===== config.mk =====
export PLATFORM = sky130hd
export DESIGN_NAME = gf_sqscl_pipe
export DESIGN_NICKNAME = d
export VERILOG_FILES = /design/src/rtl/gf_sqscl_pipe_pkg.sv /design/src/rtl/gf_sqscl_pipe_slot.sv /design/src/rtl/gf_sqscl_pipe.sv
export SDC_FILE = /design/constraint.sdc
export NUM_CORES = 1
export LEC_CHECK = 0
export BUFFER_PORTS_ARGS = -buffer_cell sky130_fd_sc_hd__clkbuf_2
export CELL_PAD_IN_SITES_DETAIL_PLACEMENT = 2
export CELL_PAD_IN_SITES_GLOBAL_PLACEMENT = 2
export CORE_MARGIN = 4
export CORE_UTILIZATION = 31
export DETAILED_ROUTE_END_ITERATION = 16
export PLACE_DENSITY = 0.78
export SETUP_SLACK_MARGIN = 0.3
export SLEW_MARGIN = 10
export SYNTH_ARGS = -nofsm -noshare
export SYNTH_HDL_FRONTEND = slang
export SYNTH_SLANG_ARGS = --single-unit

===== constraint.sdc =====
create_clock -name clk -period 2.2 [get_ports clk]
set_input_delay 0.11 -clock clk [delete_from_list [all_inputs] [get_ports clk]]
set_output_delay 0.11 -clock clk [all_outputs]
set_load 0.02 [all_outputs]

===== src/rtl/gf_sqscl_pipe_pkg.sv =====
// Shared GF(2^W) field constants, width limits and constant-multiply helpers.
// Parity output is enabled by defining GF_SQSCL_PARITY_EN (undefined by default).
package gf_sqscl_pipe_pkg;

  localparam int unsigned GF_W_MIN      = 2;
  localparam int unsigned GF_W_MAX      = 8;
  localparam int unsigned GF_STAGES_MIN = 1;
  localparam int unsigned GF_STAGES_MAX = 4;

  localparam logic [4:0] GF4_POLY = 5'b10011;
  localparam logic [2:0] GF2_POLY = 3'b111;

  typedef logic [GF_W_MAX-1:0] gf_elem_t;
  typedef logic [GF_W_MAX:0]   gf_poly_t;

  // Shift-and-add multiply with reduction after each shift; operands must be < 2^w.
  function automatic gf_elem_t gf_mulc(gf_elem_t a, gf_elem_t v, gf_poly_t poly, int unsigned w);
    gf_poly_t aa;
    gf_elem_t acc;
    gf_elem_t vv;
    acc = '0;
    aa  = gf_poly_t'(a);
    vv  = v;
    for (int unsigned i = 0; i < GF_W_MAX; i++) begin
      if (vv[0]) acc ^= aa[GF_W_MAX-1:0];
      vv = vv >> 1;
      aa = aa << 1;
      if ((aa & (gf_poly_t'(1) << w)) != '0) aa ^= poly;
    end
    return acc;
  endfunction

  function automatic gf_elem_t gf_sq(gf_elem_t x, gf_poly_t poly, int unsigned w);
    return gf_mulc(x, x, poly, w);
  endfunction

endpackage


===== src/rtl/gf_sqscl_pipe_slot.sv =====
// One elastic register slot: holds a token until the downstream side takes it,
// and reloads in the same cycle so a full chain still moves one token per cycle.
module gf_sqscl_pipe_slot #(
  parameter int unsigned DW = 5
) (
  input  logic          clk,
  input  logic          rst_n,
  input  logic          up_valid,
  input  logic [DW-1:0] up_data,
  input  logic          down_take,
  output logic          advance_c,
  output logic          valid,
  output logic [DW-1:0] data
);

  logic          valid_q, valid_d;
  logic [DW-1:0] data_q, data_d;

  always_comb begin
    advance_c = !valid_q || down_take;
    valid_d   = valid_q;
    data_d    = data_q;
    if (advance_c) begin
      valid_d = up_valid;
      if (up_valid) data_d = up_data;
    end
  end

  always_ff @(posedge clk) begin
    if (!rst_n) begin
      valid_q <= 1'b0;
      data_q  <= '0;
    end else begin
      valid_q <= valid_d;
      data_q  <= data_d;
    end
  end

  assign valid = valid_q;
  assign data  = data_q;

endmodule


===== src/rtl/gf_sqscl_pipe.sv =====
// Pipelined GF(2^W) squarer-scaler: out = SCL*x^2 mod POLY, or x^2 when sq_only.
// Optional out_par (even parity of out_data) when GF_SQSCL_PARITY_EN is defined.
module gf_sqscl_pipe
  import gf_sqscl_pipe_pkg::*;
#(
  parameter int unsigned    W      = 4,
  parameter logic [W:0]     POLY   = GF4_POLY,
  parameter logic [W-1:0]   SCL    = 4'h9,
  parameter int unsigned    STAGES = 2
) (
  input  logic         clk,
  input  logic         rst_n,
  input  logic         in_valid,
  output logic         in_ready,
  input  logic [W-1:0] in_data,
  input  logic         in_sq_only,
  output logic         out_valid,
  input  logic         out_ready,
`ifdef GF_SQSCL_PARITY_EN
  output logic         out_par,
`endif
  output logic [W-1:0] out_data
);

`ifdef GF_SQSCL_PARITY_EN
  localparam int unsigned PAR_W = 1;
`else
  localparam int unsigned PAR_W = 0;
`endif
  // Slot payload: {parity (optional), mode, value}
  localparam int unsigned SW   = W + 1 + PAR_W;
  localparam int unsigned LAST = STAGES - 1;

  function automatic logic [W-1:0] sq_f(logic [W-1:0] x);
    return W'(gf_sq(gf_elem_t'(x), gf_poly_t'(POLY), W));
  endfunction

  function automatic logic [W-1:0] scl_f(logic [W-1:0] s, logic sq_only);
    return sq_only ? s : W'(gf_mulc(gf_elem_t'(s), gf_elem_t'(SCL), gf_poly_t'(POLY), W));
  endfunction

  logic          slot_vin   [STAGES];
  logic [SW-1:0] slot_din   [STAGES];
  logic          slot_take  [STAGES];
  logic          slot_adv   [STAGES];
  logic          slot_valid [STAGES];
  logic [SW-1:0] slot_data  [STAGES];
  logic [W-1:0]  src_val    [STAGES];
  logic          src_mode   [STAGES];
  logic [W-1:0]  dst_val    [STAGES];

  for (genvar k = 0; k < STAGES; k++) begin : g_slot
    // Squaring happens on entry to slot 0; middle slots only carry the token.
    if (k == 0) begin : g_head
      assign slot_vin[k] = in_valid;
      assign src_val[k]  = sq_f(in_data);
      assign src_mode[k] = in_sq_only;
    end else begin : g_body
      assign slot_vin[k] = slot_valid[k-1];
      assign src_val[k]  = slot_data[k-1][W-1:0];
      assign src_mode[k] = slot_data[k-1][W];
    end

    // Scaling happens on entry to the output slot; its consumer is the downstream port.
    if (k == LAST) begin : g_tail
      assign dst_val[k]   = scl_f(src_val[k], src_mode[k]);
      assign slot_take[k] = out_ready;
    end else begin : g_mid
      assign dst_val[k]   = src_val[k];
      assign slot_take[k] = slot_adv[k+1];
    end

`ifdef GF_SQSCL_PARITY_EN
    assign slot_din[k] = {(k == LAST) ? ^dst_val[k] : 1'b0, src_mode[k], dst_val[k]};
`else
    assign slot_din[k] = {src_mode[k], dst_val[k]};
`endif

    gf_sqscl_pipe_slot #(
      .DW (SW)
    ) u_slot (
      .clk       (clk),
      .rst_n     (rst_n),
      .up_valid  (slot_vin[k]),
      .up_data   (slot_din[k]),
      .down_take (slot_take[k]),
      .advance_c (slot_adv[k]),
      .valid     (slot_valid[k]),
      .data      (slot_data[k])
    );
  end

  // Ready ripples back combinationally from out_ready, so a full pipe never bubbles.
  assign in_ready  = rst_n && slot_adv[0];
  assign out_valid = slot_valid[LAST];
  assign out_data  = slot_data[LAST][W-1:0];

  logic unused_mode_last;
  assign unused_mode_last = slot_data[LAST][W];

`ifdef GF_SQSCL_PARITY_EN
  assign out_par = slot_data[LAST][W+1];

  logic [STAGES-1:0] unused_par;
  for (genvar k = 0; k < STAGES; k++) begin : g_par_sink
    if (k == LAST) begin : g_last
      assign unused_par[k] = 1'b0;
    end else begin : g_other
      assign unused_par[k] = slot_data[k][W+1];
    end
  end
`endif

endmodule


## After elaboration in Yosys (flattened, before gate mapping)

Cells that the tools add are included.

- ROM bits: 0
- Bits in registers: 11
- Memories kept: 0
- Word-level logic and storage cells: 32
- RAM bits: 0
- Bits in latches: 0

- Bitwise gates (word level): 10
- Reductions and logical operators: 7
- Shift operators: 0
- Divide/modulo/power cells: 0
- Add/subtract/negate cells: 0
- Mux-type cells: 11
- Equality and inequality tests: 0
- $lt $le $gt $ge: 0
- $mul: 0

Operators by type and width:

| kind | count |
|---|---|
| 2-to-1 mux 4 bit | 5 |
| XOR 4 bit | 4 |
| 2-to-1 mux 2 bit | 6 |
| inverter 2 bit | 6 |
| AND reduction 2 bit | 2 |
| zero test 1 bit | 2 |
| logical OR 1 bit | 2 |
| logical AND 1 bit | 1 |

## Longest topological paths before layout

- Word-level depth: 8
- Mapped depth: 6
- Depth with buffers taken out: 6

## Modules after synthesis

From an unflattened synthesis, not the netlist that was laid out.

- Cell total of the unflattened synthesis: 76
- Area total of the unflattened synthesis: 705.7 um^2

By module, submodules not included:

| module | cells an instance | area each (um^2) | times used |
|---|---|---|---|
| gf_sqscl_pipe_slot | 27 | 264.0 | 2 |
| gf_sqscl_pipe | 22 | 177.7 | 1 |

## Least setup slack after synthesis

OpenSTA, ideal clock, no wires.

- Path kind: register to register
- Start: register g_slot[1].u_slot.valid_q
- End: register g_slot[1].u_slot.data_q[0]
- Clock period less this slack: 1.208 ns
- Setup time: 0.116 ns
- Cell stages (with the launch flop): 5
- Path buffers: 1
- Data required time: 2.084 ns
- Arrival time: 1.091 ns
- Path slack: 0.992 ns
- Path through: dfxtp_1 nor2b_2 nor2b_1 buf_2 o211a_1

- Word-level cells in the longest chain between the ends: 3

RTL lines:

| element | RTL line | source |
|---|---|---|
| from (decl) | gf_sqscl_pipe_slot.sv:16 | `logic valid_q, valid_d;` |
| from (signal assigned) | gf_sqscl_pipe_slot.sv:34 | `valid_q <= valid_d;` |
| zero test 1 bit | gf_sqscl_pipe_slot.sv:20 | `advance_c = !valid_q \|\| down_take;` |
| logical OR 1 bit | gf_sqscl_pipe_slot.sv:20 |  |
| AND reduction 2 bit (no source line) | n/a |  |
| to (signal assigned) | gf_sqscl_pipe_slot.sv:35 | `data_q <= data_d;` |
| to (decl) | gf_sqscl_pipe_slot.sv:17 | `logic [DW-1:0] data_q, data_d;` |

No other way between the ends.
A chain may end at the register's enable or synchronous reset.

## Worst setup path after layout

- Start: register g_slot[1].u_slot.valid_q
- End: register g_slot[1].u_slot.data_q[3]

Same word-level chain as after synthesis.

==> impl.org <==
** GRT
- All-layer global routing usage :: 0.1218
- Number of global-route vias before repair :: about 540
- Met2 layer usage reported by global route :: 0.2331
- First-pass GRT wire length :: approximately 2.3 mm
- Total global routing overflow :: 0
- In the global route stage, met1 resource usage came out at 0.1167.
- Entering global routing, the biggest net connects 14 pins.
- Initial antenna violation count :: 0
- Global-route layer with the greatest usage :: met2
- GRT met3 Usage :: 0.02292

** Placed design
- Routability-driven placement finished with a final weighted congestion of 0.6480.
- Once placement finished, the instance area stood at 678.2 µm².
- Inst Count DP :: 100
- Dpl hpwl :: about 1.1 mm
- PortBufs :: 14

** Synthesis
- Sequential fraction of the synthesis area :: 0.3729
- Synth top area cells :: sky130_fd_sc_hd__dfxtp_1 37%, sky130_fd_sc_hd__o211a_1 8.5%, sky130_fd_sc_hd__xnor2_1 7.4%
- Most instantiated flip-flop cell in the synthesis netlist :: sky130_fd_sc_hd__dfxtp_1
- After synthesis the cells add up to 590.6 µm².
- Nets in the synthesized netlist :: 76
- Ys async rst share :: 0
- Summed over all instances, the cell type with the most area after synthesis is sky130_fd_sc_hd__dfxtp_1.
- Synthesis inferred 11 register bits.
- For this run, the number of Yosys warnings is 0.
- The commonest cells after synthesis are 11 x sky130_fd_sc_hd__dfxtp_1, 11 x sky130_fd_sc_hd__nand2_1, 5 x sky130_fd_sc_hd__o211a_1, 5 x sky130_fd_sc_hd__xnor2_1.
- The share of synthesized area in the top cell type comes to 0.3729.
- Unique cell type count in the Yosys netlist :: 26
- Count of flip-flops with a built-in enable after synthesis :: 0
- Averaged over all synthesized cells, the footprint is roughly 9.2 µm².
- Post-Synthesis Cells :: 64

** Floorplan
- Number of top-level design ports :: 15
- For this configuration, the core starts out at a cell density of 0.3348.
- DIE AREA :: between 2000 and 3000 µm²
- Placeable core area :: ~1800 µm²
- The floorplan step set the die height to a little over 50 µm.
- Core Rows :: 15
- Floorplan die width :: 51.65 µm

** STA
- Setup repair after global routing left no endpoint under its margin.
- Total Negative Setup Slacks :: 0 ns
- For the finished layout, the period the worst path requires is about 1.3 ns.
- Worst slew margin :: 0.6838
- Final count of pins violating max slew :: 0
- The number of failing hold endpoints at the final stage is 0.
- Worst Tran Pin Value :: 0.4734 ns
- For this run, the top clock speed supported by timing is 791.2 MHz.
- Fin crit share :: 0.5745
- For the final database, setup skew stands at between 0.0015 and 0.002 ns.
- Setup violations remaining at the end of the flow were counted as 0.
- Hold is met by just over 0.09 ns.

** Drt
- Summing over every cut layer, the via total after detailed routing is approximately 500.
- Number of DRC violations after detailed-routing iteration 0 :: 2
- Antenna Violating Nets Remaining :: 0
- Average detailed-routed wire length per instance :: about 13 µm
- Final routed wirelength across all metal layers :: ~1.3 mm
- Number of remaining DRC errors :: 0
- After detailed routing, the number of vias per cell comes to between 4 and 5.
- Detailed-router iteration count before antenna repair :: 4

** Critical path
- Critical Path Fanout Max :: 8
- STA puts the critical path data required time at 2.35 ns.
- Crit path capture type :: flip-flop
- For the worst setup path, the data arrival time is roughly 1.4 ns.
- STA classifies the critical path startpoint as a flip-flop.
- The critical path is of the flip-flop to flip-flop type.

** Clock network
- TritonCTS created 3 clock buffers.
- For the worst-skew pair, the clock arrives at the later sink with an insertion delay of between 0.2 and 0.3 ns.
- Clock tree from TritonCTS :: done
- Root cell of the clock tree :: sky130_fd_sc_hd__clkbuf_4
- CTS Sinks :: 11
- Largest buffer count on any clock path :: 2
- In this run the number of H-tree levels came out at 1.
- Count of buffers added by post-CTS timing repair for setup :: 0
- For this design, the CTS-stage hold fixing added 0 buffers.
- Gates resized during post-CTS repair numbered 0.
- After clock tree synthesis, the clock-pin slew on the worst setup and hold paths is ~0.07 ns.

** Job
- Reported max-cap violation count :: 0

** Final layout
- Relative area change from synthesis to final layout :: 19.28%
- After routing the design area is 704.4 µm².
- The repair_antennas step left the layout with diodes totalling 0.
- Of the cells placed in the final design, the portion with a size suffix greater than 1 is 0.2532.
- Filler cell count in the final layout :: about 220
- Number of nets in the layout :: 92
- Count of non-filler cells in the finished layout :: between 100 and 150

** Power and ir drop
- Summing internal, switching and leakage power gives roughly 0.00046 W.
- Summed over all cells, the static leakage comes to about 0.35 nW.
- For this design the ratio of total power to cell area is roughly 650 nW/µm².
- Across the VDD grid, the largest voltage drop is between 0.0002 and 0.00025 V.

** Min path
- The path class of the tightest hold or removal check is input port to flip-flop.

** Run status
- Result of the run :: finished, final reports clean
-- final cells by class --
class / instances / area, µm² / area share
clock buffers: 4 / 26.28 / 0.03730
inverters: 2 / 7.507 / 0.01066
flip-flops and latches: 11 / 220.2 / 0.3126
multi-input cells: 48 / 349.1 / 0.4956
well taps: 25 / 31.28 / 0.04440
repair buffers: 14 / 70.07 / 0.09947
-- flip-flops by register name (all words and copies together) (netlist names) --
signal	count
g_slot.u_slot.data	9
g_slot.u_slot.valid	2
-- per-layer routing --
layer	routed length [µm]	vias up
met2	730	13
met1	537	230
met5	0	-
li1	-	247
met4	0	0
met3	64	0
-- through the flow --
stage / setup WS [ns] / util
2_1_floorplan: 0.9923 / -
3_3_place_gp: 0.9832 / 0.3844
3_5_place_dp: 0.9172 / 0.3844
4_1_cts: 0.9065 / 0.3993
5_1_grt: 0.8342 / 0.3993
6_report: 0.9361 / 0.3993
-- cells in the final DEF, fill, tap and decap left out, drive strengths merged --
master	Yosys	routed
o21a	1	1
and2	1	1
nor2b	4	4
dfxtp	11	11
nor3	1	1
a21oi	3	3
nor2	2	2
nand3	1	1
o211a	5	5
clkbuf	2	18
xnor2	5	5
o21ai	2	2
xor2	2	2
nand3b	1	1
inv	2	2
nand2	11	11
ha	3	3
mux2i	3	3
nor3b	1	1
a21boi	2	2
-- where the power goes --
part | total, W | switching [W] | internal, W
combinational | 0.0000960 | 0.0000517 | 0.0000443
clock | 0.000136 | 0.0000660 | 0.0000700
sequential | 0.000227 | 0.0000127 | 0.000214
total | 0.000459 | 0.000130 | 0.000329
-- cell families after synthesis --
logic type / after synthesis / synth area share
and+or+nand+nor: 22 / 0.1822
xor gates and xnor gates: 7 / 0.1038
buffers and inverters: 5 / 0.03600
DFF: 11 / 0.3729
AOI/OAI and AO/OA: 13 / 0.1907
adders and majority gates: 3 / 0.06357
muxes: 3 / 0.05085
-- critical path, stage by stage (launching register included) --
cell	delay [ns]
sky130_fd_sc_hd__dfxtp_1	0.33
sky130_fd_sc_hd__nor2b_2	0.18
sky130_fd_sc_hd__nor2b_1	0.40
sky130_fd_sc_hd__nand2_1	0.09
sky130_fd_sc_hd__o211a_1	0.16
-- path summary, 6_finish.rpt --
path	start	endpoint	slack [ns]	cells after the start
hold reg to reg	g_slot[0].u_slot.data[2]	g_slot[0].u_slot.data[2]	0.50	2
hold / removal	in_sq_only	g_slot[0].u_slot.data[4]	0.09	3
setup reg to reg	g_slot[1].u_slot.valid	g_slot[1].u_slot.data[3]	0.94	4
setup / recovery	g_slot[1].u_slot.valid	g_slot[1].u_slot.data[3]	0.94	4
(Power assumes the default switching activity.)
